===== config.mk =====
export PLATFORM = sky130hd
export DESIGN_NAME = jtvigil_scr2_slot
export DESIGN_NICKNAME = d
export VERILOG_FILES = /design/src/rtl/jtvigil_scr2_slot.sv
export SDC_FILE = /design/constraint.sdc
export NUM_CORES = 1
export LEC_CHECK = 0
export ABC_AREA = 1
export ABC_CLOCK_PERIOD_IN_PS = 4090
export CAP_MARGIN = 20
export CORE_AREA = 5 5 106 108
export CTS_CLUSTER_DIAMETER = 100
export DETAILED_ROUTE_END_ITERATION = 12
export DIE_AREA = 0 0 111 113
export HOLD_SLACK_MARGIN = 0.08
export PLACE_DENSITY = 0.75
export SLEW_MARGIN = 20
export SYNTH_ARGS = -nofsm -noshare
export SYNTH_HDL_FRONTEND = slang
export SYNTH_SLANG_ARGS = --single-unit
export TNS_END_PERCENT = 30

===== constraint.sdc =====
create_clock -name clk -period 4.09 [get_ports clk]
set_clock_uncertainty 0.1 [all_clocks]
set_input_delay 1.0225 -clock clk [delete_from_list [all_inputs] [get_ports clk]]
set_output_delay 1.0225 -clock clk [all_outputs]
set_load 0.03 [all_outputs]

===== src/rtl/jtvigil_scr2_slot.sv =====
// Scroll-2 ROM responder with a tag cache in front of a 16-bit SDRAM slot.
// Define JTVIGIL_SCR2_PREFETCH_EN for two entries plus next-word prefetch.
module jtvigil_scr2_slot #(
  parameter logic [21:0] OFFSET = 22'h0
) (
  input  logic        clk,
  input  logic        rst,
  input  logic        rom_cs,
  input  logic [17:0] rom_addr,
  output logic [31:0] rom_data,
  output logic        rom_ok,
  output logic [21:0] sdram_addr,
  output logic        sdram_req,
  input  logic        sdram_ack,
  input  logic        data_dst,
  input  logic        data_rdy,
  input  logic [15:0] sdram_din
);

`ifdef JTVIGIL_SCR2_PREFETCH_EN
  localparam int N = 2;
`else
  localparam int N = 1;
`endif

  typedef enum logic [1:0] {
    IDLE, REQ, BEAT0, BEAT1
  } state_t;

  state_t state, state_nx;

  logic [N-1:0] valid;
  logic [15:0]  tag  [N];
  logic [31:0]  data [N];

  logic [15:0] cur_tag;
  logic [15:0] fill_tag;
  logic [15:0] fill_lo;
  logic [15:0] new_tag;
  logic        hit;
  logic [31:0] hit_data;
  logic        start_dem;
  logic        start_pf;
  logic        store_lo;
  logic        fill_done;

`ifdef JTVIGIL_SCR2_PREFETCH_EN
  logic        rr;
  logic        is_pf;
  logic        pf_pending;
  logic [15:0] pf_tag;
  logic        pf_hit;
  logic        pf_skip;
`endif

  assign cur_tag = rom_addr[17:2];

  always_comb begin
    hit      = 1'b0;
    hit_data = '0;
    for (int i = 0; i < N; i++) begin
      if (rom_cs && valid[i] && tag[i] == cur_tag) begin
        hit      = 1'b1;
        hit_data = data[i];
      end
    end
  end

`ifdef JTVIGIL_SCR2_PREFETCH_EN
  always_comb begin
    pf_hit = 1'b0;
    for (int i = 0; i < N; i++) begin
      if (valid[i] && tag[i] == pf_tag) pf_hit = 1'b1;
    end
  end

  assign new_tag = start_pf ? pf_tag : cur_tag;
`else
  assign new_tag = cur_tag;
`endif

  always_comb begin
    state_nx  = state;
    start_dem = 1'b0;
    start_pf  = 1'b0;
    store_lo  = 1'b0;
    fill_done = 1'b0;
`ifdef JTVIGIL_SCR2_PREFETCH_EN
    pf_skip   = 1'b0;
`endif
    unique case (state)
      IDLE: begin
        if (rom_cs && !hit) begin
          start_dem = 1'b1;
          state_nx  = REQ;
        end
`ifdef JTVIGIL_SCR2_PREFETCH_EN
        else if (pf_pending) begin
          if (pf_hit) begin
            pf_skip = 1'b1;
          end else begin
            start_pf = 1'b1;
            state_nx = REQ;
          end
        end
`endif
      end
      REQ: begin
        if (sdram_ack) state_nx = BEAT0;
      end
      BEAT0: begin
        if (data_dst) begin
          store_lo = 1'b1;
          state_nx = BEAT1;
        end
      end
      BEAT1: begin
        if (data_dst) begin
          fill_done = 1'b1;
          state_nx  = IDLE;
        end else if (data_rdy) begin
          // burst ended early: the partial fill is dropped
          state_nx = IDLE;
        end
      end
      default: state_nx = IDLE;
    endcase
  end

  always_ff @(posedge clk) begin
    if (rst) begin
      state      <= IDLE;
      valid      <= '0;
      rom_ok     <= 1'b0;
      rom_data   <= '0;
      sdram_req  <= 1'b0;
      sdram_addr <= '0;
      fill_tag   <= '0;
      fill_lo    <= '0;
`ifdef JTVIGIL_SCR2_PREFETCH_EN
      rr         <= 1'b0;
      is_pf      <= 1'b0;
      pf_pending <= 1'b0;
      pf_tag     <= '0;
`endif
    end else begin
      state  <= state_nx;
      rom_ok <= hit;
      if (hit) rom_data <= hit_data;
      if (start_dem || start_pf) begin
        fill_tag   <= new_tag;
        sdram_addr <= OFFSET + {5'd0, new_tag, 1'b0};
        sdram_req  <= 1'b1;
      end
      if (state == REQ && sdram_ack) sdram_req <= 1'b0;
      if (store_lo) fill_lo <= sdram_din;
`ifdef JTVIGIL_SCR2_PREFETCH_EN
      if (start_dem || start_pf || pf_skip) pf_pending <= 1'b0;
      if (start_dem || start_pf) is_pf <= start_pf;
      if (fill_done) begin
        valid[rr] <= 1'b1;
        tag[rr]   <= fill_tag;
        data[rr]  <= {sdram_din, fill_lo};
        rr        <= ~rr;
        if (!is_pf) begin
          pf_pending <= 1'b1;
          pf_tag     <= fill_tag + 16'd1;
        end
      end
`else
      if (fill_done) begin
        valid[0] <= 1'b1;
        tag[0]   <= fill_tag;
        data[0]  <= {sdram_din, fill_lo};
      end
`endif
    end
  end

endmodule


* Word level (Yosys, flattened, before mapping) *
Memory sizes are Yosys's and may differ from the RTL's. A register that Yosys moved wholly into a read port is not among the register bits.
Index checks and enable logic that the tools add are counted.
Widths: inputs -> output; s select.

storage, ports and cells
  register bits after elaboration = 37
  memory bits (writable) = 48
  input port bits = 40
  output and inout port bits = 56
  word-level logic and storage cells = 39
  memories = 2

memories
  name  depth  bits a word  rd ports  clocked after memory_dff  write ports  line  text
  data  1      32           1         1                         1            34    logic [31:0] data [N];
  tag   1      16           1         0                         1            33    logic [15:0] tag [N];

operators by class
  eq/ne operators = 8
  multiplexer cells = 15
  reductions and logical operators = 8

operator list
  cell                count
  $eq 16x16->1        1
  $mux 2              5
  $mux 1              9
  $pmux 2 s4          1
  $ne 2x2->1 const B  3
  $eq 2x2->1 const B  2
  $logic_and 1x1->1   4
  $reduce_and 4->1    1
  $ne 3x3->1 const B  1
  $eq 2x1->1 const B  1
  $logic_not 2->1     1
  $reduce_or 2->1     1
  $logic_not 1->1     1

* Logic depth before layout (Yosys ltp) *
An unclocked memory read counts as a cell.

  depth in word-level cells = 8
  depth in mapped cells = 12
  depth with buffers taken out = 12

* Least setup slack after synthesis *
Ideal clock, no wire load.

  path kind = input port to flip-flop
  start = input port rst
  end = memory data[0][0] (enable)
  library setup time = 454 ps
  arrival = 3564 ps
  required time = 3536 ps
  slack = -28 ps
  stages on the path = 3
  path buffers = 2
  cell sequence = clkbuf_1 buf_1 nor2_1

on the way
  word-level cells in the longest chain between the ends = 2

RTL lines
  what                          line  text
  from (decl)                   7     input logic rst,
  $mux 1                        131   if (rst) begin
  $mux 1 (implied by the code)  174   data[0] <= {sdram_din, fill_lo};
  to (decl)                     34

No other way between the ends.

* Worst setup path after layout *
  start = register sdram_addr[10]
  end = output port sdram_addr[10]

RTL lines
  what                    line  text
  from (decl)             12    output logic [21:0] sdram_addr,
  from (signal assigned)  152   sdram_addr <= OFFSET + {5'd0, new_tag, 1'b0};

No word-level cell between the ends.

==> impl_metrics.yaml <==
worst_setup_path:
  r2r_end: "rom_data[7]"
  cp_data_arrival_time_ps: 1590
  crit_path_max_incr_delay_ps: 700
  path_buf_inv: 1
  critPathSlowestCell: "clkdlybuf4s50_1"
  critPathKind: "reg2out"
  setup.worst_path.start_class: "flip-flop"
  rr_startpoint: "tag[0][12]"
  cp_max_fo: 3
  required_ps: 2970
  cp-end-kind: "primary output"
  crit_chain: "clkdlybuf4s50_1"
  cp_top_family: "buffers and inverters"
  r2r_setup_slack_ps: 2050
  reg2reg_depth: 7
route:
  viasPerCell: 4.85
  ant_nets: 0
  dr.pass1.iters: 5
  wl_per_cell_um: 14.5
  routed_wirelength_um: 10400
  vias: 3469
  drt_iter0_markers: 181
  drc_errors: 0
synth:
  syn-cell-area_um2: 4570
  yosysSeqAreaShare_pct: 61.7
  ys_warn_count: 0
  synth.distinct_cells: 30
  ys_ff_latch: 117
  syn_area_per_cell_um2: 9.60
  synth.largest_area_cell: "edfxtp_1"
  syn_inst: 476
  ys_top_cells_by_area: "edfxtp_1 32%, dfxtp_1 30%, o21ai_0 5.8%"
  synth_top_area_share_pct: 31.5
floorplan:
  fp.dieW_um: 111
  rows: 37
  core_um2: 10100
  ios: 96
  chipHeight_um: 113
  start_util_pct: 45.1
  dieArea_um2: 12500
timing:
  period_share_pct: 66.4
  worst_pin_slew_ps: 775
  max_freq_mhz: 368
  hold_violations: 0
  slew_headroom_pct: 48.4
  setup_violations: 0
  fin_ws_ps: 1370
  slew_viol_final: 0
  tns_ps: 0
  rsz0062_at_grt: "false"
  min_period_ps: 2720
  hold_ws_ps: 330
global_routing:
  grt_pass1_wl_um: 16500
  grt_max_degree: 43
  gr-total-overflow: 0
  grt_pass1_vias: 3437
  antenna_found_initial: 0
  grt_use_total_pct: 16.6
cells_and_area:
  diodes: 0
  fill_cells: 830
  layout_common_cells: "87 x clkdlybuf4s50_1, 69 x dfxtp_1, 65 x inv_1"
  final_nets: 611
  layout-drive-gt1-share_pct: 11.2
  ff_latch_area_um2: 2820
  layout_commonest_cell: "clkdlybuf4s50_1"
  multi_input_area_um2: 1380
  area_growth_pct: 33.7
clock_tree:
  cts_tree: "built"
  cts_sinks: 117
  cts_buffer_depth: 2
  clock_latency_ps: 520
  cts-buffers-inserted: 17
  cts_hold_buf: 0
  post_cts_buffers: 0
  root_buffer: "clkbuf_8"
  clkSlewWorstSetupHoldPaths_ps: 60
  htreeDepth: 4
  cts-resized-gates: 0
run:
  cap_viol_max_count: 0
placed_design:
  gp_congestion: 0.816
  dpl_worst_slack_ps: 891
  hpwl_um: 7110
  port_buffers: 87
pwr:
  swShare_pct: 28.5
  leakagePower_nw: 2.27
  p_clk_share_pct: 41.7
  p_seq_share_pct: 41.9
  p_switching_mw: 0.934
  p_per_area_nw_per_um2: 535
  combPwrFrac_pct: 16.4
  ir_drop_uv: 380
  p_int_mw: 2.34
hold_path:
  min_from: "fill_lo[0]"
  hold_path_depth: 0
  hp-class: "reg2reg"
  whs_endpoint: "data[0][0]"
run_status:
  status: "finished, final reports clean"
==> how the worst max path moves through the flow <==
stage              startpoint        endpoint  slack [ps]  cells after the start
2_1_floorplan             rst      data[0][0]         770                      3
3_3_place_gp      rom_addr[3]    rom_data[30]         940                     11
3_5_place_dp      rom_addr[3]     rom_data[9]         890                     11
4_1_cts        sdram_addr[11]  sdram_addr[11]        1340                      1
5_1_grt           rom_addr[3]    rom_data[30]        1220                     11
6_report       sdram_addr[10]  sdram_addr[10]        1370                      1
==> synthesized netlist by cell type, drive strengths merged <==
| master | instances |
|---|---|
| nor4 | 2 |
| a21oi | 51 |
| nand4 | 18 |
| clkbuf | 14 |
| dfxtp | 69 |
| conb | 1 |
| edfxtp | 48 |
| a2bb2oi | 1 |
| inv | 68 |
| nor2 | 48 |
| or2 | 1 |
| nand3 | 8 |
| o2111ai | 1 |
| nor3b | 2 |
| xor2 | 1 |
| xnor2 | 3 |
| nand2 | 67 |
| buf | 14 |
| o21ai | 54 |
| ha | 5 |
==> power by group through the flow <==
stage	clock, mW	sequential [mW]	combinational [mW]
floorplan	0	1.44	0.306
global placement	0	1.39	0.507
detailed placement	0	1.40	0.525
CTS	1.38	1.37	0.536
global route	1.44	1.38	0.581
finish	1.37	1.37	0.536
==> metrics by stage <==
stage	std cells	power (mW)	area [µm²]	utilization, %
after floorplan	481	1.74	4590	-
after global placement	683	1.90	5560	54.8
after detailed placement	683	1.92	5560	54.8
after CTS	715	3.29	6110	60.3
after global routing	715	3.41	6110	60.3
final	715	3.27	6110	60.3
==> flip-flops by register name (all words and copies together) (netlist names) <==
register	flops
rom_data	32
tag	16
fill_lo	16
state	2
rom_ok	1
sdram_req	1
data	32
valid	1
sdram_addr	16
==> cell type report <==
class	instances	area share (%)
inverters	68	4.17
clock inverters	14	2.09
repair buffers	94	15.3
clock buffers	18	7.00
well taps	136	2.78
flip-flops and latches	117	46.2
multi-input cells	268	22.5
==> metal layers <==
| metal | wire, µm | up-vias | part of all wire (%) | GRT usage [%] |
|---|---|---|---|---|
| met2 | 5080 | 99 | 49 | 27.6 |
| li1 | - | 1744 | - | - |
| met3 | 504 | 23 | 4.9 | 4.92 |
| met1 | 4470 | 1603 | 43 | 19.4 |
| met4 | 301 | 0 | 2.9 | 9.28 |
| met5 | 0 | - | 0 | 0 |
==> kinds of logic after synthesis <==
group	synth area share [%]
and+or+nand+nor	14.7
buffers and inverters	8.76
other	0.0820
xor gates and xnor gates	0.766
DFF	61.7
AOI/OAI and AO/OA	12.6
adders and majority gates	1.37
Power figures use the tool's default switching activity.
